===== src/rtl/fe_fft_pkg.sv =====
// Shared definitions for the FFT reorder path: frame size derivation,
// bit-reversal helper and the write/read FSM state types.
package fe_fft_pkg;

    function automatic int unsigned fft_size(input int unsigned nbw);
        return 32'd1 << nbw;
    endfunction

    function automatic int unsigned bitrev(input int unsigned k, input int unsigned nbits);
        int unsigned r;
        r = 0;
        for (int unsigned b = 0; b < nbits; b++) begin
            r = (r << 1) | ((k >> b) & 32'd1);
        end
        return r;
    endfunction

    typedef enum logic {
        W_IDLE = 1'b0,
        W_FILL = 1'b1
    } wr_state_t;

    typedef enum logic {
        R_IDLE  = 1'b0,
        R_DRAIN = 1'b1
    } rd_state_t;

endpackage


===== src/rtl/fe_pingpong_ram.sv =====
// Two-bank frame buffer: one write port, one synchronous read port.
// Bank select is the address MSB; contents are never reset.
module fe_pingpong_ram
    import fe_fft_pkg::*;
#(
    parameter int NBW_IN = 9,
    parameter int NBW_FS = 3
) (
    input  logic                  clk,
    input  logic                  wr_en,
    input  logic [NBW_FS:0]       wr_addr,
    input  logic [2*NBW_IN-1:0]   wr_data,
    input  logic                  rd_en,
    input  logic [NBW_FS:0]       rd_addr,
    output logic [2*NBW_IN-1:0]   rd_data
);
    localparam int unsigned DEPTH = 2 * fft_size(NBW_FS);

    logic [2*NBW_IN-1:0] mem [DEPTH];

    always_ff @(posedge clk) begin
        if (wr_en) begin
            mem[wr_addr] <= wr_data;
        end
        if (rd_en) begin
            rd_data <= mem[rd_addr];
        end
    end

endmodule


===== src/rtl/fft_serial_reorder.sv =====
// Reorders bit-reversed serial FFT frames into natural bin order via a ping-pong buffer.
//  state   | meaning
//  W_IDLE  | waiting for a lo-flagged sample to start a frame
//  W_FILL  | storing samples k=1..FFT_SIZE-1 of the current frame
//  R_IDLE  | no full bank at rd_bank
//  R_DRAIN | reading bins of rd_bank in natural order
module fft_serial_reorder
    import fe_fft_pkg::*;
#(
    parameter int NBW_IN = 9,
    parameter int NBW_FS = 3
) (
    input  logic                     clk,
    input  logic                     rst_async_n,
    input  logic                     i_valid,
    input  logic                     i_hi_lo_flag,
    input  logic signed [NBW_IN-1:0] i_data [1:0],
    output logic                     o_valid,
    output logic                     o_sof,
    output logic                     o_eof,
    output logic [NBW_FS-1:0]        o_bin,
    output logic signed [NBW_IN-1:0] o_data [1:0],
    output logic                     o_err
);
    localparam int unsigned FFT_SIZE = fft_size(NBW_FS);
    localparam logic [NBW_FS-1:0] K_LAST = NBW_FS'(FFT_SIZE - 1);

    wr_state_t           w_state;
    rd_state_t           r_state;
    logic [NBW_FS-1:0]   wr_k, rd_cnt, rd_bin_q, w_slot;
    logic                wr_bank, rd_bank, rd_valid_q;
    logic [1:0]          bank_full;
    logic                w_start, w_write, w_done, w_abort, rd_go, rd_last;
    logic [2*NBW_IN-1:0] ram_q;

    always_comb begin
        w_start = 1'b0;
        w_write = 1'b0;
        w_done  = 1'b0;
        w_abort = 1'b0;
        unique case (w_state)
            W_IDLE: begin
                w_start = i_valid && !i_hi_lo_flag;
                w_abort = i_valid && i_hi_lo_flag;
            end
            W_FILL: begin
                if (!i_valid) begin
                    w_abort = 1'b1;
                end else if (i_hi_lo_flag != wr_k[NBW_FS-1]) begin
                    // a premature lo sample is taken as k=0 of a fresh frame
                    w_abort = 1'b1;
                    w_start = !i_hi_lo_flag;
                end else begin
                    w_write = 1'b1;
                    w_done  = (wr_k == K_LAST);
                end
            end
        endcase
        w_write = w_write || w_start;
        w_slot  = w_start ? NBW_FS'(bitrev(32'd0, NBW_FS))
                          : NBW_FS'(bitrev(32'(wr_k), NBW_FS));
    end

    always_ff @(posedge clk or negedge rst_async_n) begin
        if (!rst_async_n) begin
            w_state <= W_IDLE;
            wr_k    <= '0;
            wr_bank <= 1'b0;
            o_err   <= 1'b0;
        end else begin
            o_err <= w_abort;
            if (w_done) begin
                w_state <= W_IDLE;
                wr_k    <= '0;
                wr_bank <= ~wr_bank;
            end else if (w_start) begin
                w_state <= W_FILL;
                wr_k    <= NBW_FS'(1);
            end else if (w_abort) begin
                w_state <= W_IDLE;
                wr_k    <= '0;
            end else if (w_write) begin
                wr_k <= wr_k + 1'b1;
            end
        end
    end

    assign rd_go   = (r_state == R_DRAIN) || bank_full[rd_bank];
    assign rd_last = rd_go && (rd_cnt == K_LAST);

    always_ff @(posedge clk or negedge rst_async_n) begin
        if (!rst_async_n) begin
            r_state    <= R_IDLE;
            rd_cnt     <= '0;
            rd_bank    <= 1'b0;
            bank_full  <= 2'b00;
            rd_valid_q <= 1'b0;
            rd_bin_q   <= '0;
        end else begin
            bank_full  <= (bank_full | ({1'b0, w_done} << wr_bank))
                        & ~({1'b0, rd_last} << rd_bank);
            rd_valid_q <= rd_go;
            rd_bin_q   <= rd_cnt;
            unique case (r_state)
                R_IDLE: begin
                    if (rd_go) begin
                        r_state <= R_DRAIN;
                        rd_cnt  <= rd_cnt + 1'b1;
                    end
                end
                R_DRAIN: begin
                    if (rd_last) begin
                        rd_cnt  <= '0;
                        rd_bank <= ~rd_bank;
                        r_state <= bank_full[~rd_bank] ? R_DRAIN : R_IDLE;
                    end else begin
                        rd_cnt <= rd_cnt + 1'b1;
                    end
                end
            endcase
        end
    end

    fe_pingpong_ram #(
        .NBW_IN (NBW_IN),
        .NBW_FS (NBW_FS)
    ) u_ram (
        .clk     (clk),
        .wr_en   (w_write),
        .wr_addr ({wr_bank, w_slot}),
        .wr_data ({i_data[1], i_data[0]}),
        .rd_en   (rd_go),
        .rd_addr ({rd_bank, rd_cnt}),
        .rd_data (ram_q)
    );

    always_ff @(posedge clk or negedge rst_async_n) begin
        if (!rst_async_n) begin
            o_valid   <= 1'b0;
            o_sof     <= 1'b0;
            o_eof     <= 1'b0;
            o_bin     <= '0;
            o_data[0] <= '0;
            o_data[1] <= '0;
        end else begin
            o_valid <= rd_valid_q;
            o_sof   <= rd_valid_q && (rd_bin_q == '0);
            o_eof   <= rd_valid_q && (rd_bin_q == K_LAST);
            if (rd_valid_q) begin
                o_bin     <= rd_bin_q;
                o_data[0] <= ram_q[NBW_IN-1:0];
                o_data[1] <= ram_q[2*NBW_IN-1:NBW_IN];
            end
        end
    end

    a_no_overfill: assert property (@(posedge clk) disable iff (!rst_async_n)
        w_start |-> !bank_full[wr_bank]);

endmodule

===== config.mk =====
export PLATFORM = sky130hd
export DESIGN_NAME = fft_serial_reorder
export DESIGN_NICKNAME = d
export VERILOG_FILES = /design/src/rtl/fe_fft_pkg.sv /design/src/rtl/fe_pingpong_ram.sv /design/src/rtl/fft_serial_reorder.sv
export SDC_FILE = /design/constraint.sdc
export NUM_CORES = 1
export LEC_CHECK = 0
export CELL_PAD_IN_SITES_DETAIL_PLACEMENT = 0
export CELL_PAD_IN_SITES_GLOBAL_PLACEMENT = 1
export CORE_MARGIN = 1.5
export CORE_UTILIZATION = 45
export CTS_BUF_LIST = sky130_fd_sc_hd__clkbuf_4
export CTS_CLUSTER_SIZE = 14
export DETAILED_ROUTE_END_ITERATION = 8
export PLACE_DENSITY = 0.74
export SETUP_SLACK_MARGIN = 0.3
export SLEW_MARGIN = 10
export SYNTH_ARGS = -nofsm -noshare
export SYNTH_HDL_FRONTEND = slang
export SYNTH_SLANG_ARGS = --single-unit

===== constraint.sdc =====
create_clock -name clk -period 6.6 [get_ports clk]
set_clock_uncertainty 0.1 [all_clocks]
set_input_delay 1.98 -clock clk [delete_from_list [all_inputs] [get_ports clk]]
set_output_delay 1.98 -clock clk [all_outputs]
set_load 0.1 [all_outputs]

; ---- Word-level counts from Yosys, hierarchy flattened
; Memory sizes are Yosys's and may differ from the RTL's. A register that Yosys moved wholly into a read port is not among the register bits.
; Index checks and enable logic that the tools add are counted.
[word_totals]
register_bits = 41
latchBits = 0
ram_bits = 288
mem_bits_ro = 0
inputBits = 22
elab_cells = 82
memories = 1
[classes]
add_sub_neg = 2
multipliers = 0
div = 0
magnitude_cmp = 2
eq_ne = 5
n_shift = 2
muxes = 33
n_bitwise = 9
reduce_logical = 12
[mem_list]
columns = memory, words, word_bits, read_ports, rd_clocked_by_memory_dff, write_ports, line_no
row1 = u_ram.mem, 16, 18, 1, 1, 1, fe_pingpong_ram.sv:19  ; logic [2*NBW_IN-1:0] mem [DEPTH];
[op_table]
columns = op, count
row1 = $mux 1, 22
row2 = $mux 3, 7
row3 = $eq 3x3->1 const B, 3
row4 = $add 3x1->3 const B, 2
row5 = $pmux 1 s2, 3
row6 = $pmux 3 s2, 1
row7 = $logic_and 1x1->1, 5
row8 = $lt 1x2->1 const B, 2
row9 = $not 1->1, 4
row10 = $reduce_bool 4->1, 1
row11 = $shl 1x1->2, 2
row12 = $logic_not 3->1, 1
row13 = $or 3x1->3, 1
row14 = $reduce_bool 3->1, 1
row15 = $and 2x2->2, 1
row16 = $logic_or 1x1->1, 2
row17 = $ne 2x2->1 const B, 1
row18 = $not 2->2, 1
row19 = $or 2x1->2, 1
row20 = $or 2x2->2, 1
row21 = $reduce_and 2->1, 1
row22 = $logic_not 1->1, 1
row23 = $ne 1x1->1, 1

; ---- Longest topological paths before layout
; Gate-level depths: netlist (run 1).
[logic_depth]
ltp_word = 9
depth_mapped = 6
ltp_nobuf = 5

; ---- By module
; From an unflattened synthesis (run 1), not the netlist that was laid out.
[unflattened]
cells_unflattened = 603
hier_area_um2 = 13201.4
[modules_own_cells]
columns = mod, n_inst, cells_each, area_per_inst_um2, seq_area_each_um2
row1 = fe_pingpong_ram, 1, 482, 11503.5, 9188.8
row2 = fft_serial_reorder, 1, 121, 1697.9, 1026.0

; ---- Least setup slack after synthesis (run 1)
; No wires, ideal clock.
[synth_path]
path_type = in2reg
start = input i_hi_lo_flag
end = memory u_ram.mem[1][0] (netlist bit), enable pin
t_arrival_ns = 4.504
required_ns = 6.061
slack_ns = 1.557
cell_stages = 5
cell_sequence = inv_1 -> ha_1 -> and4b_1 -> nand2b_1 -> nor4_1
[synth_via]
elab_chain_len = 7
word_cells_on_any_way = 13
cone_classes = eq/ne (1) / mux (9) / reduce/logical (3)
[synth_rtl]
columns = element, line_no
row1 = from (decl), fft_serial_reorder.sv:16  ; input logic i_hi_lo_flag,
row2 = $ne 1x1->1 / $logic_not 1->1 (equally long branches), "fft_serial_reorder.sv:49, fft_serial_reorder.sv:43, fft_serial_reorder.sv:52"
row3 = $mux 1, fft_serial_reorder.sv:49  ; end else if (i_hi_lo_flag != wr_k[NBW_FS-1]) begin
row4 = $mux 1, fft_serial_reorder.sv:47  ; if (!i_valid) begin
row5 = $pmux 1 s2 / $mux 1 (equally long branches), fft_serial_reorder.sv:41  ; unique case (w_state)
row6 = $logic_or 1x1->1, fft_serial_reorder.sv:59  ; w_write = w_write || w_start;
row7 = $mux 1, fe_pingpong_ram.sv:22  ; if (wr_en) begin
row8 = $mux 1 (implied by the code), fe_pingpong_ram.sv:23  ; mem[wr_addr] <= wr_data;
row9 = to (decl), fe_pingpong_ram.sv:19
; Parallel ways exist; a longest one is shown, timed or not.

; ---- Final worst setup path (run 1)
[layout_path]
start = register o_bin[0]
end = output o_bin[0]
[layout_lines]
columns = element, line_no
row1 = from (decl), fft_serial_reorder.sv:21  ; output logic [NBW_FS-1:0] o_bin,
row2 = from (signal assigned), fft_serial_reorder.sv:150  ; o_bin <= rd_bin_q;
; No word-level cell between the ends.

==> out/summary.txt, run 1 <==
Sinks on Clock Net = 347
Clock slew seen by the registers of the worst setup and hold paths = 60 ps
Drt first pass iters = 5
R2r startpoint = rd_cnt[0]
Cell types with the highest counts after synthesis = 306 x sky130_fd_sc_hd__edfxtp_1, 72 x sky130_fd_sc_hd__mux4_2, 41 x sky130_fd_sc_hd__dfrtp_1, 38 x sky130_fd_sc_hd__a22oi_1
Area inside the core boundary = 28700 sq um
Seq/Total Area, Yosys = 78.0%
Internal Power = 3710 uW
Die height = 174 um
Clock tree buffer depth = 3
Count of buffers from port buffering = 46
Area delta synth->final = 16.2%
Number of antenna violations at the first check in global routing = 1
Via/cell ratio = 5.48
Number of enable flip-flop cells after synthesis = 306
Die Outline Area = 30100 sq um
Dominant delay contributor by cell family on the critical path = buffers and inverters
H-tree depth = 3
Power density over the cells = 327 nW/um^2
Hold crit path type = flip-flop to flip-flop
Final hold violation count = 0
Wire length reported by the detailed router = 27200 um
Type of destination of the critical path = primary output
List of cells traversed by the critical path = clkdlybuf4s50_1
Number of global-route vias before repair = 6944
Distinct cell type count after synthesis = 38
Post-synth top area share = 70.2%
Portion of total power attributed to the clock network = 35.6%
Weighted congestion reported at the end of routability-driven placement = 0.778
Commonest register cell after synthesis = sky130_fd_sc_hd__edfxtp_1
Status = finished, final reports clean
Row count = 62
Quantity of hold-fixing buffers added after cts = 0
Maximum achievable frequency = 236 MHz
Unrepaired setup endpoints after global routing = false
VDD IR-drop max = 0.000120 V
Mapped Area = 13100 sq um
Count of unresolved DRC violations after routing = 0
Total net switching power = 1260 uW
Worst endpoint required time = 4520 ps
CTS resizes = 0
Multi-input gate area = 2760 sq um
Number of warning messages in the yosys log = 0
Setup fix buffers added after clock tree synthesis = 0
Buffers and inverters on the worst path = 1
Clock root buffer master = sky130_fd_sc_hd__clkbuf_4
Biggest fanout along the worst timing path = 2
Wire per inst = 23.1 um
Max-slew violations = 0
Part of the power in registers = 50.8%
Synth Register Bits = 347
Post-synthesis async set-or-reset flop share = 11.8%
Part of the cycle the worst path needs = 64.3%
Post-synthesis area per instance = 21.6 sq um
Slowest CP cell = sky130_fd_sc_hd__clkdlybuf4s50_1
Number of maximum-capacitance violations = 0
Area contributors post-synth = sky130_fd_sc_hd__edfxtp_1 70%, sky130_fd_sc_hd__mux4_2 12%, sky130_fd_sc_hd__dfrtp_1 7.8%
Synthesized Nets = 632
Combined global-route utilization of all metal layers = 18.8%
Crit path from = o_bin[0]
Count of antenna-violating nets left after detailed routing = 0
Pin count of the biggest net entering global routing = 42
Fraction of final layout cells sized beyond drive strength 1 = 33.8%
Measured slew at the worst slew-check pin = 1160 ps
Total grt overflow = 0
Biggest cell delay along the critical path = 1140 ps
HP Start = rd_bin_q[0]
Type of the worst setup path = flip-flop to primary output
DRC violation total after the first TritonRoute iteration = 576
Worst setup SP type = flip-flop
Power, Total = 4970 uW
Via count of the routed design = 6472
Arrival time at the worst endpoint = 2170 ps
Clock latency on the worst-skew pair = 700 ps
Endpoints failing setup = 0
Starting Density = 45.6%
Die boundary width = 174 um
Setup_tns = 0 ps
Clock tree from TritonCTS = built
Final Util = 53.0%
Most area-hungry cell type in the Yosys netlist = sky130_fd_sc_hd__edfxtp_1
Static leakage = 0.00508 uW
Worst hold slack after final layout = 363 ps
Switching share of power = 25.4%
Number of nets in the finished design = 755
Fill cell instance count of the final layout = 2246
Global-route wire length before repair = 41300 um
DP Wirelength = 16900 um
Number of buffers added by the clock tree synthesis step = 85
Final critical-path required period = 4250 ps
Post-synthesis cell count = 605
Register area = 10200 sq um
Max-slew headroom at the worst pin = 23.0%
Number of top-level design ports = 47
Logic pwr share = 13.6%
Library cell with the highest instance count after synthesis = sky130_fd_sc_hd__edfxtp_1
registers in the layout, summed over array words and instances, names as in the netlist:
name,cells
rd_bin_q,3
o_err,1
w_state,1
u_ram.rd_data,18
o_bin,3
o_eof,1
r_state,1
bank_full,2
o_valid,1
wr_k,3
rd_cnt,3
o_data,18
rd_valid_q,1
u_ram.mem,288
o_sof,1
rd_bank,1
wr_bank,1
power by group through the flow:
stage	registers (uW)	clock network [uW]	logic, uW
3_5_place_dp	2580	0	682
5_1_grt	2540	1940	711
6_report	2530	1770	677
4_1_cts	2530	1830	683
2_1_floorplan	2670	0	399
3_3_place_gp	2570	0	671
placed cells by master, fill, tap and decap left out, types with 3 or more instances in the layout:
master / n
sky130_fd_sc_hd__a22oi_1: 38
sky130_fd_sc_hd__a31oi_1: 3
sky130_fd_sc_hd__buf_4: 19
sky130_fd_sc_hd__clkbuf_4: 130
sky130_fd_sc_hd__clkdlybuf4s50_1: 45
sky130_fd_sc_hd__clkinv_1: 17
sky130_fd_sc_hd__dfrtp_1: 39
sky130_fd_sc_hd__diode_2: 3
sky130_fd_sc_hd__edfxtp_1: 306
sky130_fd_sc_hd__ha_1: 5
sky130_fd_sc_hd__inv_1: 7
sky130_fd_sc_hd__mux2_2: 25
sky130_fd_sc_hd__mux4_2: 72
sky130_fd_sc_hd__nand2_1: 25
sky130_fd_sc_hd__nand2b_1: 3
sky130_fd_sc_hd__nand3_1: 3
sky130_fd_sc_hd__nor2_1: 9
sky130_fd_sc_hd__nor2b_1: 4
sky130_fd_sc_hd__nor3_2: 10
worst paths after layout:
check | endpoint | slack (ps) | depth (start not counted)
worst max-delay path | o_bin[0] | 2350 | 1
worst min-delay path | o_sof | 360 | 1
worst max register to register | u_ram.rd_data[9] | 3330 | 4
worst min register to register | o_sof | 360 | 1
max in group asynchronous | rd_cnt[0] | 4390 | 1
min in group asynchronous | w_state | 1340 | 1
cell type report:
cell class              instances  share of cell area (%)
clock buffers                 130                    6.42
well taps                     384                    3.16
flip-flops and latches        347                    67.2
multi-input cells             222                    18.2
repair buffers                 65                    3.93
clock inverters                22                   0.897
diodes                          3                  0.0494
inverters                       7                   0.173
per-stage QoR:
stage	worst slack [ps]	instances	cell area, sq um
floorplan	1560	605	13100
global placement	1950	1025	14100
detailed placement	1830	1025	14100
CTS	2280	1177	15200
global route	2250	1180	15200
finish	2350	1180	15200
kinds of logic after synthesis:
family | after synthesis | share of synthesized area, %
and+or+nand+nor | 66 | 2.49
AOI/OAI and AO/OA | 51 | 2.89
adders and majority gates | 5 | 0.478
muxes | 98 | 14.6
xor gates and xnor gates | 2 | 0.134
buffers and inverters | 36 | 1.37
DFF | 347 | 78.0
worst reg2reg max path, cell delays in order, from the launching register on:
cell and delay [ps]:
sky130_fd_sc_hd__dfrtp_4 930, sky130_fd_sc_hd__buf_4 740, sky130_fd_sc_hd__mux4_2 660, sky130_fd_sc_hd__a22oi_1 380, sky130_fd_sc_hd__nand2_1 170
per-layer routing:
layer / vias up / part of all wire, % / global-route usage (%)
met2: 246 / 49 / 29.8
met1: 3337 / 42 / 25.0
li1: 2837 / - / -
met5: - / 0 / 0
met3: 52 / 6.6 / 4.41
met4: 0 / 2.9 / 8.59
Note: power is estimated with default switching activity, not from simulation.
==> run 2: changes to the inputs <==
==> constraint.sdc (replaced) <==
create_clock -name clk -period 4.45 [get_ports clk]
set_clock_uncertainty 0.1 [all_clocks]
set_input_delay 1.335 -clock clk [delete_from_list [all_inputs] [get_ports clk]]
set_output_delay 1.335 -clock clk [all_outputs]
set_load 0.1 [all_outputs]
==> out/summary.txt, run 2 (synthesis results as in run 1) <==
VDD IR-drop max = 0.000200 V
Drt first pass iters = 5
Post-route cell area = 15300 sq um
Worst endpoint required time = 3010 ps
Status = finished, final reports clean
DP Wirelength = 17400 um
Max-slew violations = 0
Row count = 62
Buffers and inverters on the worst path = 1
Global-route wire length before repair = 41800 um
Via/cell ratio = 5.48
Area delta synth->final = 16.8%
Clock latency on the worst-skew pair = 680 ps
Slowest CP cell = sky130_fd_sc_hd__clkdlybuf4s50_1
Leading cell type in the layout, fill and taps excluded = sky130_fd_sc_hd__edfxtp_1
Unrepaired setup endpoints after global routing = false
Clock slew seen by the registers of the worst setup and hold paths = 70 ps
Pin count of the biggest net entering global routing = 45
Power, Total = 7460 uW
Die boundary width = 174 um
Quantity of hold-fixing buffers added after cts = 0
Die height = 174 um
List of cells traversed by the critical path = clkdlybuf4s50_1
DRC violation total after the first TritonRoute iteration = 622
Final hold violation count = 0
Worst setup SP type = flip-flop
Area inside the core boundary = 28700 sq um
Dominant delay contributor by cell family on the critical path = buffers and inverters
Number of buffers added by the clock tree synthesis step = 84
Hold crit path type = flip-flop to flip-flop
Setup fix buffers added after clock tree synthesis = 0
Final critical-path required period = 3620 ps
Combined global-route utilization of all metal layers = 19.2%
Weighted congestion reported at the end of routability-driven placement = 0.800
Setup_tns = 0 ps
Count of buffers from port buffering = 46
Number of nets in the finished design = 760
Biggest fanout along the worst timing path = 2
Number of top-level design ports = 47
Die Outline Area = 30100 sq um
Post-placement cell count = 1031
Cell area reported after detailed placement = 14100 sq um
Maximum achievable frequency = 276 MHz
Type of destination of the critical path = primary output
Largest registers in the final layout = u_ram.mem (288), o_data (18), u_ram.rd_data (18)
Biggest cell delay along the critical path = 1130 ps
Static leakage = 0.00511 uW
Max-slew headroom at the worst pin = 35.3%
Via count of the routed design = 6501
Total grt overflow = 0
Endpoints failing setup = 0
Count of unresolved DRC violations after routing = 0
Type of the worst setup path = flip-flop to primary output
Commonest cells after routing, fill and taps aside = 306 x sky130_fd_sc_hd__edfxtp_1, 119 x sky130_fd_sc_hd__clkbuf_4, 72 x sky130_fd_sc_hd__mux4_2, 45 x sky130_fd_sc_hd__clkdlybuf4s50_1, 39 x sky130_fd_sc_hd__dfrtp_1
Starting Density = 45.6%
Number of maximum-capacitance violations = 0
Clock tree buffer depth = 3
Max reg flops = 288
Power density over the cells = 488 nW/um^2
Wire length reported by the detailed router = 27900 um
CTS resizes = 0
Biggest register = u_ram.mem
Sinks on Clock Net = 347
Clock root buffer master = sky130_fd_sc_hd__clkbuf_4
H-tree depth = 3
Measured slew at the worst slew-check pin = 968 ps
Arrival time at the worst endpoint = 2180 ps
Number of antenna violations at the first check in global routing = 1
Clock tree from TritonCTS = built
Fraction of final layout cells sized beyond drive strength 1 = 33.5%
Wire per inst = 23.5 um
Number of global-route vias before repair = 6968
Worst hold slack after final layout = 354 ps
Post-layout instance count excluding filler cells = 1186
Part of the cycle the worst path needs = 81.3%
Count of antenna-violating nets left after detailed routing = 0
Fill cell instance count of the final layout = 2232
-- run 2: cell count changes in the layout (fill, tap and decap cells not counted), sizes merged --
| cell | delta |
|---|---|
| clkbuf | -11 |
| clkinv | +11 |
| buf | +6 |
| bufinv | +2 |
| clkinvlp | +2 |
| diode | -2 |
| inv | -2 |
-- run 2: worst paths after layout --
| check | start | to | slack, ps | depth (start not counted) |
|---|---|---|---|---|
| min in group asynchronous | rst_async_n | w_state | 680 | 1 |
| setup / recovery | o_data[10] | o_data[10] | 830 | 1 |
| hold reg to reg | rd_bin_q[0] | o_sof | 350 | 1 |
| max in group asynchronous | rst_async_n | rd_cnt[0] | 2870 | 1 |
| hold / removal | rd_bin_q[0] | o_sof | 350 | 1 |
| setup reg to reg | rd_cnt[0] | u_ram.rd_data[0] | 1690 | 4 |
-- run 2: routing by layer --
layer | wire, um | GRT usage [%] | up-vias
met5 | 0 | 0 | -
met4 | 654 | 8.04 | 0
met3 | 2390 | 3.57 | 49
met2 | 13900 | 31.3 | 285
met1 | 10900 | 25.6 | 3322
li1 | - | - | 2845
-- run 2: through the flow --
stage	util, %	setup slack (ps)
6_report	53.3	832
5_1_grt	53.3	754
4_1_cts	53.2	767
3_5_place_dp	49.3	564
3_3_place_gp	49.3	623
2_1_floorplan	-	504
-- run 2: power breakdown --
group	total, uW	switching [uW]	internal, uW
Clock	2680	1210	1470
Combinational	1030	583	444
Sequential	3750	121	3630
Total	7460	1920	5550
-- run 2: layout make-up --
type | count | area (sq um) | area share [%]
Sequential cell | 347 | 10200 | 66.9
Multi-Input combinational cell | 222 | 2770 | 18.1
Clock buffer | 119 | 893 | 5.84
Timing Repair Buffer | 71 | 643 | 4.21
Tap cell | 384 | 480 | 3.14
Clock inverter | 35 | 249 | 1.63
Inverter | 7 | 26.3 | 0.172
Antenna cell | 1 | 2.50 | 0.0164
==> run 3: changes to the inputs <==
--- a/config.mk
+++ b/config.mk
@@ -12,7 +12,7 @@
 export CTS_BUF_LIST = sky130_fd_sc_hd__clkbuf_4
 export CTS_CLUSTER_SIZE = 14
 export DETAILED_ROUTE_END_ITERATION = 8
-export PLACE_DENSITY = 0.74
+export PLACE_DENSITY = 0.77
 export SETUP_SLACK_MARGIN = 0.3
 export SLEW_MARGIN = 10
 export SYNTH_ARGS = -nofsm -noshare
==> constraint.sdc (replaced) <==
create_clock -name clk -period 3.1 [get_ports clk]
set_clock_uncertainty 0.1 [all_clocks]
set_input_delay 0.93 -clock clk [delete_from_list [all_inputs] [get_ports clk]]
set_output_delay 0.93 -clock clk [all_outputs]
set_load 0.1 [all_outputs]
==> out/summary.txt, run 3 (synthesis results as in run 1) <==
Status = finished, final reports clean
Number of maximum-capacitance violations = 0
Multi-input gate area = 2860 sq um
Portion of total power attributed to the clock network = 33.8%
Logic pwr share = 15.2%
Clock slew seen by the registers of the worst setup and hold paths = 70 ps
Measured slew at the worst slew-check pin = 920 ps
Sinks on Clock Net = 347
Register-to-Register Path Depth = 5
Pin count of the biggest net entering global routing = 42
Global-route wire length before repair = 40800 um
CTS resizes = 0
Quantity of hold-fixing buffers added after cts = 0
Number of nets in the finished design = 772
Biggest fanout along the worst timing path = 18
Total net switching power = 2760 uW
Power density over the cells = 673 nW/um^2
Fraction of final layout cells sized beyond drive strength 1 = 37.6%
H-tree depth = 3
Wire per inst = 22.9 um
Maximum achievable frequency = 385 MHz
Register area = 10200 sq um
Clock root buffer master = sky130_fd_sc_hd__clkbuf_4
Total grt overflow = 0
Max-slew violations = 0
Hold crit path type = primary input to async pin
Unrepaired setup endpoints after global routing = false
Static leakage = 0.00526 uW
Max-slew headroom at the worst pin = 38.7%
Internal Power = 7700 uW
Wire length reported by the detailed router = 27300 um
Switching share of power = 26.4%
Endpoints failing setup = 0
Commonest cells after routing, fill and taps aside = 306 x sky130_fd_sc_hd__edfxtp_1, 108 x sky130_fd_sc_hd__clkbuf_4, 72 x sky130_fd_sc_hd__mux4_2, 42 x sky130_fd_sc_hd__buf_4, 39 x sky130_fd_sc_hd__dfrtp_1
Count of buffers from port buffering = 46
Biggest register = u_ram.mem
Via/cell ratio = 5.47
Number of buffers added by the clock tree synthesis step = 83
Clock latency on the worst-skew pair = 700 ps
Max reg flops = 288
Worst setup SP type = primary input
Via count of the routed design = 6516
Arrival time at the worst endpoint = 2860 ps
Worst endpoint required time = 3370 ps
Number of global-route vias before repair = 6780
Number of antenna violations at the first check in global routing = 1
Part of the power in registers = 51.0%
Count of unresolved DRC violations after routing = 0
Starting Density = 45.6%
Post-placement cell count = 1044
VDD IR-drop max = 0.000291 V
Type of the worst setup path = primary input to flip-flop
Post-route cell area = 15600 sq um
Count of antenna-violating nets left after detailed routing = 0
Clock tree from TritonCTS = built
Fill cell instance count of the final layout = 2222
Leading cell type in the layout, fill and taps excluded = sky130_fd_sc_hd__edfxtp_1
Part of the cycle the worst path needs = 83.8%
Final hold violation count = 0
Row count = 62
Area inside the core boundary = 28700 sq um
Final critical-path required period = 2600 ps
Clock tree buffer depth = 3
Die Outline Area = 30100 sq um
Area delta synth->final = 18.8%
Post-layout instance count excluding filler cells = 1191
Drt first pass iters = 5
DP Wirelength = 17400 um
Weighted congestion reported at the end of routability-driven placement = 0.794
Setup_tns = 0 ps
Cell area reported after detailed placement = 14500 sq um
Largest registers in the final layout = u_ram.mem (288), o_data (18), u_ram.rd_data (18)
Type of destination of the critical path = flip-flop
Die boundary width = 174 um
Combined global-route utilization of all metal layers = 18.8%
Number of top-level design ports = 47
DRC violation total after the first TritonRoute iteration = 683
Die height = 174 um
Setup fix buffers added after clock tree synthesis = 0
## run 3: changes by cell type in the layout (fill, tap and decap cells not counted), sizes merged
cell | before | now
inv | 7 | 8
clkdlybuf4s50 | 45 | 20
bufinv | 4 | 2
clkbuf | 119 | 108
buf | 26 | 64
clkinv | 29 | 33
## run 3: critical path, cell delays in order
cell and delay, ps:
sky130_fd_sc_hd__clkdlybuf4s50_1 610, sky130_fd_sc_hd__inv_8 40, sky130_fd_sc_hd__ha_4 260, sky130_fd_sc_hd__and4b_2 320
sky130_fd_sc_hd__nand2_1 190, sky130_fd_sc_hd__nor3_2 290, sky130_fd_sc_hd__buf_12 200
## run 3: power groups by stage
stage	Sequential, uW	Combinational (uW)	Clock, uW
finish	5340	1590	3540
floorplan	5680	868	0
CTS	5340	1610	3650
global placement	5440	1580	0
global route	5360	1680	3880
detailed placement	5440	1610	0
## run 3: final cells by class
class / count / area share, %
well taps: 384 / 3.09
multi-input cells: 222 / 18.4
flip-flops and latches: 347 / 65.7
clock inverters: 38 / 1.38
repair buffers: 84 / 6.05
diodes: 1 / 0.0161
clock buffers: 108 / 5.21
inverters: 7 / 0.217
## run 3: per-stage QoR
step	utilization, %	worst slack, ps	hold slack [ps]	power [uW]
3_5_place_dp	50.6	-155	341	7050
3_3_place_gp	50.6	-148	348	7020
5_1_grt	54.2	450	286	10900
6_report	54.2	503	250	10500
4_1_cts	54.2	507	233	10600
2_1_floorplan	-	104	273	6550
## run 3: path summary, 6_finish.rpt
check,from,endpoint,slack [ps]
setup / recovery,i_hi_lo_flag,u_ram.mem[10][13],500
hold / removal,rst_async_n,wr_k[1],250
setup reg to reg,rd_cnt[0],u_ram.rd_data[5],600
hold reg to reg,rd_bin_q[2],o_sof,350
max in group asynchronous,rst_async_n,rd_cnt[0],1960
min in group clk,rd_bin_q[2],o_sof,350
## run 3: metal layers
metal  GRT usage (%)  wire (um)  up-vias
met2            29.4      13300      264
met3            4.01       2000       55
met5               0          0        -
li1                -          -     2860
met4            9.17        777        0
met1            25.2      11200     3337
==> RTL change 1, RTL diff (settings of run 3) <==
Put one more register stage on the output `o_valid`, with the module's reset. The value now appears one clock later. The other outputs are not delayed to match.
--- a/src/rtl/fft_serial_reorder.sv
+++ b/src/rtl/fft_serial_reorder.sv
@@ -24,6 +24,8 @@
 );
     localparam int unsigned FFT_SIZE = fft_size(NBW_FS);
     localparam logic [NBW_FS-1:0] K_LAST = NBW_FS'(FFT_SIZE - 1);
+
+    logic o_valid_s0;
 
     wr_state_t           w_state;
     rd_state_t           r_state;
@@ -136,14 +138,14 @@
 
     always_ff @(posedge clk or negedge rst_async_n) begin
         if (!rst_async_n) begin
-            o_valid   <= 1'b0;
+            o_valid_s0 <= 1'b0;
             o_sof     <= 1'b0;
             o_eof     <= 1'b0;
             o_bin     <= '0;
             o_data[0] <= '0;
             o_data[1] <= '0;
         end else begin
-            o_valid <= rd_valid_q;
+            o_valid_s0 <= rd_valid_q;
             o_sof   <= rd_valid_q && (rd_bin_q == '0);
             o_eof   <= rd_valid_q && (rd_bin_q == K_LAST);
             if (rd_valid_q) begin
@@ -157,4 +159,12 @@
     a_no_overfill: assert property (@(posedge clk) disable iff (!rst_async_n)
         w_start |-> !bank_full[wr_bank]);
 
+    always_ff @(posedge clk or negedge rst_async_n) begin
+        if (!rst_async_n) begin
+            o_valid <= '0;
+        end else begin
+            o_valid <= o_valid_s0;
+        end
+    end
+
 endmodule
Behaviour: same outputs for any inputs over 10 cycles, from zero or initial values and one cycle with rst_async_n low; that may be too few to reach the edited logic, so the function may still have changed.
==> RTL change 1 against run 3 <==
Count of clock-buffer cells in the layout rose by 24. Power rose by 3.8%. Final area rose by 0.92%. Routed wire length rose by 2.8%. Sequential share of layout area fell by 0.44 points. Global-route usage rose by 0.61 points. Area after synthesis rose by 0.24%. Setup slack improved by 0.0027 ns. Sequential cell count rose by 1. Largest cell class unchanged.
==> RTL change 1: results (changes against run 3) <==
first-pass GRT wire length=42.6 mm (was 40.8 mm); Synth area leaders=edfxtp_1, mux4_2, dfrtp_1, a22oi_1, mux2_2 (unchanged); sequential fraction of the synthesis area=0.780 (about the same); met2 usage=0.307 (was 0.294); r2r endpoint=u_ram.mem[10][2]$_DFFE_PP_ (was u_ram.rd_data[5]$_DFFE_PP_); worst vdd ir=0.000329 V (was 0.000291 V); Post-synth top cells=edfxtp_1, mux4_2, dfrtp_1, a22oi_1, nand2_1 (was edfxtp_1, mux4_2, dfrtp_1, a22oi_1); sw power=2790 uW (was 2760 uW); Total GRT Usage=0.194 (was 0.188); fin nets=775 (was 772); Final Wtd Congestion=0.806 (was 0.794); Num CTS Buffers=87 (was 83); number of flip-flops and latches=348 (was 347); met3 Usage GRT=0.0430 (was 0.0401); hpwl dp=17.3 mm (was 17.4 mm); pre-CTS WS=-0.162 ns (was -0.155 ns); R2R Setup Slk=0.79 ns (was 0.60 ns); PD cells=692 nW/um2 (was 673 nW/um2); status=completed (unchanged); WL met1=11.3 mm (was 11.2 mm); worst r2r src=wr_k[2]$_DFFE_PN0P_ (was rd_cnt[0]$_DFFE_PN0P_); share of layout cells above drive strength 1=0.391 (was 0.376); Placed Area=14,500 um2 (about the same); vias in the first global route=7,014 (was 6,780); clk cell area share=0.0751 (was 0.0659); Synth Area in Adders=0.00477 (was 0.00478); Hold WS=0.211 ns (was 0.250 ns); vias=6,607 (was 6,516); Slew @ Worst Pin=0.904 ns (was 0.920 ns); multi-input combinational area share=0.182 (was 0.184); met2 WL=13.8 mm (was 13.3 mm); comb_multi_in=223 (was 222); fraction of area in registers=0.653 (was 0.657); Finished Layout Cells=1,203 (was 1,191); DR iter-0 viols=711 (was 683)
RTL change 1: worst max path at each step:
stage / from / to / slack [ns] / cells after the start
3_5_place_dp: i_hi_lo_flag / u_ram.mem[10][7]$_DFFE_PP_ / -0.16 / 7
5_1_grt: i_hi_lo_flag / u_ram.mem[10][2]$_DFFE_PP_ / 0.48 / 7
3_3_place_gp: i_hi_lo_flag / u_ram.mem[10][3]$_DFFE_PP_ / -0.14 / 7
4_1_cts: i_hi_lo_flag / u_ram.mem[10][2]$_DFFE_PP_ / 0.56 / 7
6_report: i_hi_lo_flag / u_ram.mem[10][2]$_DFFE_PP_ / 0.51 / 7
2_1_floorplan: i_hi_lo_flag / u_ram.mem[0][0]$_DFFE_PP_ / 0.10 / 5
RTL change 1: power by group through the flow:
stage          Combinational (uW)  Clock [uW]  Sequential [uW]
3_5_place_dp                 1630           0             5410
4_1_cts                      1640        4070             5310
3_3_place_gp                 1600           0             5400
6_report                     1610        3950             5300
2_1_floorplan                 870           0             5700
5_1_grt                      1710        4350             5310
==> RTL change 2, RTL diff (config.mk and constraints of run 3) <==
Without the edit above. `NBW_IN` is set to 9 in 2 places; all go to 11.
--- a/src/rtl/fe_pingpong_ram.sv
+++ b/src/rtl/fe_pingpong_ram.sv
@@ -3,7 +3,7 @@
 module fe_pingpong_ram
     import fe_fft_pkg::*;
 #(
-    parameter int NBW_IN = 9,
+    parameter int NBW_IN = 11,
     parameter int NBW_FS = 3
 ) (
     input  logic                  clk,
--- a/src/rtl/fft_serial_reorder.sv
+++ b/src/rtl/fft_serial_reorder.sv
@@ -7,7 +7,7 @@
 module fft_serial_reorder
     import fe_fft_pkg::*;
 #(
-    parameter int NBW_IN = 9,
+    parameter int NBW_IN = 11,
     parameter int NBW_FS = 3
 ) (
     input  logic                     clk,
Interface: changed (resized i_data and o_data); port bits go from 47 to 55. The function was not compared with the original's and may differ.
==> RTL change 2 against run 3 <==
Routed wire length up 19%. Power grew 23%. Critical path depth rose by 1. Hold slack worse by 0.19 ns. Maximum frequency increased by 1.3%. Final area grew 21%. Setup slack better by 0.033 ns. Combinational power up 18%. Die area increased by 21%. Critical path type unchanged. Sequential cell count is 72 higher. Utilization up 0.18 points. Sequential power rose by 20%. Area after synthesis increased by 21%.
==> RTL change 2: results (changes against run 3) <==
Avg Vias per Cell=5.42 (was 5.47); number of instances in the placed design=1,235 (was 1,044); latest clock arrival within the worst-skew pair=0.74 ns (was 0.70 ns); Total GRT Usage=0.186 (was 0.188); Power Internal=9610 uW (was 7700 uW); asr flop ratio synth=0.107 (was 0.118); worst vdd ir=0.000428 V (was 0.000291 V); IO Port Bufs=54 (was 46); Post-synth top cells=edfxtp_1, mux4_2, a22oi_1, dfrtp_1, nand2_1 (was edfxtp_1, mux4_2, dfrtp_1, a22oi_1); Synth Area in XOR/XNOR=0.00111 (was 0.00134); mux share of post-synthesis cell area=0.150 (was 0.146); hpwl dp=20.5 mm (was 17.4 mm); share of layout cells above drive strength 1=0.383 (was 0.376); initial antenna violation count=2 (was 1); fin nets=914 (was 772); wire length on met3=1.59 mm (was 2.00 mm); Synth area leaders=edfxtp_1, mux4_2, dfrtp_1, mux4_1, a22oi_1 (was edfxtp_1, mux4_2, dfrtp_1, a22oi_1, mux2_2); Synth Net Count=748 (was 632); Synth Area in Compound Gates=0.0280 (was 0.0289); Final Wtd Congestion=0.804 (was 0.794); largest registers=u_ram.mem (352), o_data (22), u_ram.rd_data (22) (was u_ram.mem (288), o_data (18), u_ram.rd_data (18)); sequential fraction of the synthesis area=0.781 (was 0.780); vias in the first global route=8,197 (was 6,780); Finished Layout Cells=1,423 (was 1,191); status=completed (unchanged); Worst EP arrival=2.85 ns (was 2.86 ns); Post-Route WL=32.6 mm (was 27.3 mm); Leak=0.00641 uW (was 0.00526 uW); pin count of the biggest net entering global routing=29 (was 42); DR iter-0 viols=506 (was 683); met2 usage=0.323 (was 0.294)
[RTL change 2: worst paths after layout]
path,endpoint,cells past startpoint,slack [ns],start
setup / recovery,u_ram.mem[6][11]$_DFFE_PP_,8,0.54,i_hi_lo_flag
hold / removal,rd_cnt[2]$_DFFE_PN0P_,1,0.06,rst_async_n
setup reg to reg,u_ram.rd_data[9]$_DFFE_PP_,4,0.60,rd_bank$_DFFE_PN0P_
hold reg to reg,o_sof$_DFF_PN0_,1,0.36,rd_bin_q[2]$_DFF_PN0_
max in group asynchronous,o_data[5]$_DFFE_PN0P_,2,2.17,rst_async_n
min in group clk,o_sof$_DFF_PN0_,1,0.36,rd_bin_q[2]$_DFF_PN0_
[RTL change 2: cell type report]
cell class | count | area (um2)
clock buffers | 160 | 1200
well taps | 455 | 569
clock inverters | 26 | 165
flip-flops and latches | 419 | 12400
diodes | 2 | 5.00
multi-input cells | 255 | 3430
fillers | 2580 | 15800
inverters | 8 | 37.5
repair buffers | 98 | 1060
[RTL change 2: power groups by stage]
stage / combinational [uW] / sequential (uW) / clock, uW
floorplan: 1050 / 6860 / 0
global placement: 1900 / 6530 / 0
detailed placement: 1910 / 6540 / 0
CTS: 1910 / 6410 / 4720
global route: 1980 / 6420 / 5000
finish: 1870 / 6410 / 4600
[RTL change 2: per-stage QoR]
step | hold slack, ns | instance area (um2) | worst slack (ns)
after floorplan | 0.249 | 16000 | 0.0907
after global placement | 0.337 | 17500 | -0.147
after detailed placement | 0.348 | 17500 | -0.184
after CTS | 0.0289 | 18800 | 0.581
after global routing | 0.0380 | 18800 | 0.472
final | 0.0563 | 18800 | 0.537
[RTL change 2: worst reg2reg max path, stage by stage, from the launching register on]
cell and delay, ns:
dfrtp_1 0.62, and2_0 1.01, buf_4 0.32, a22oi_1 0.09, nand2_1 0.17
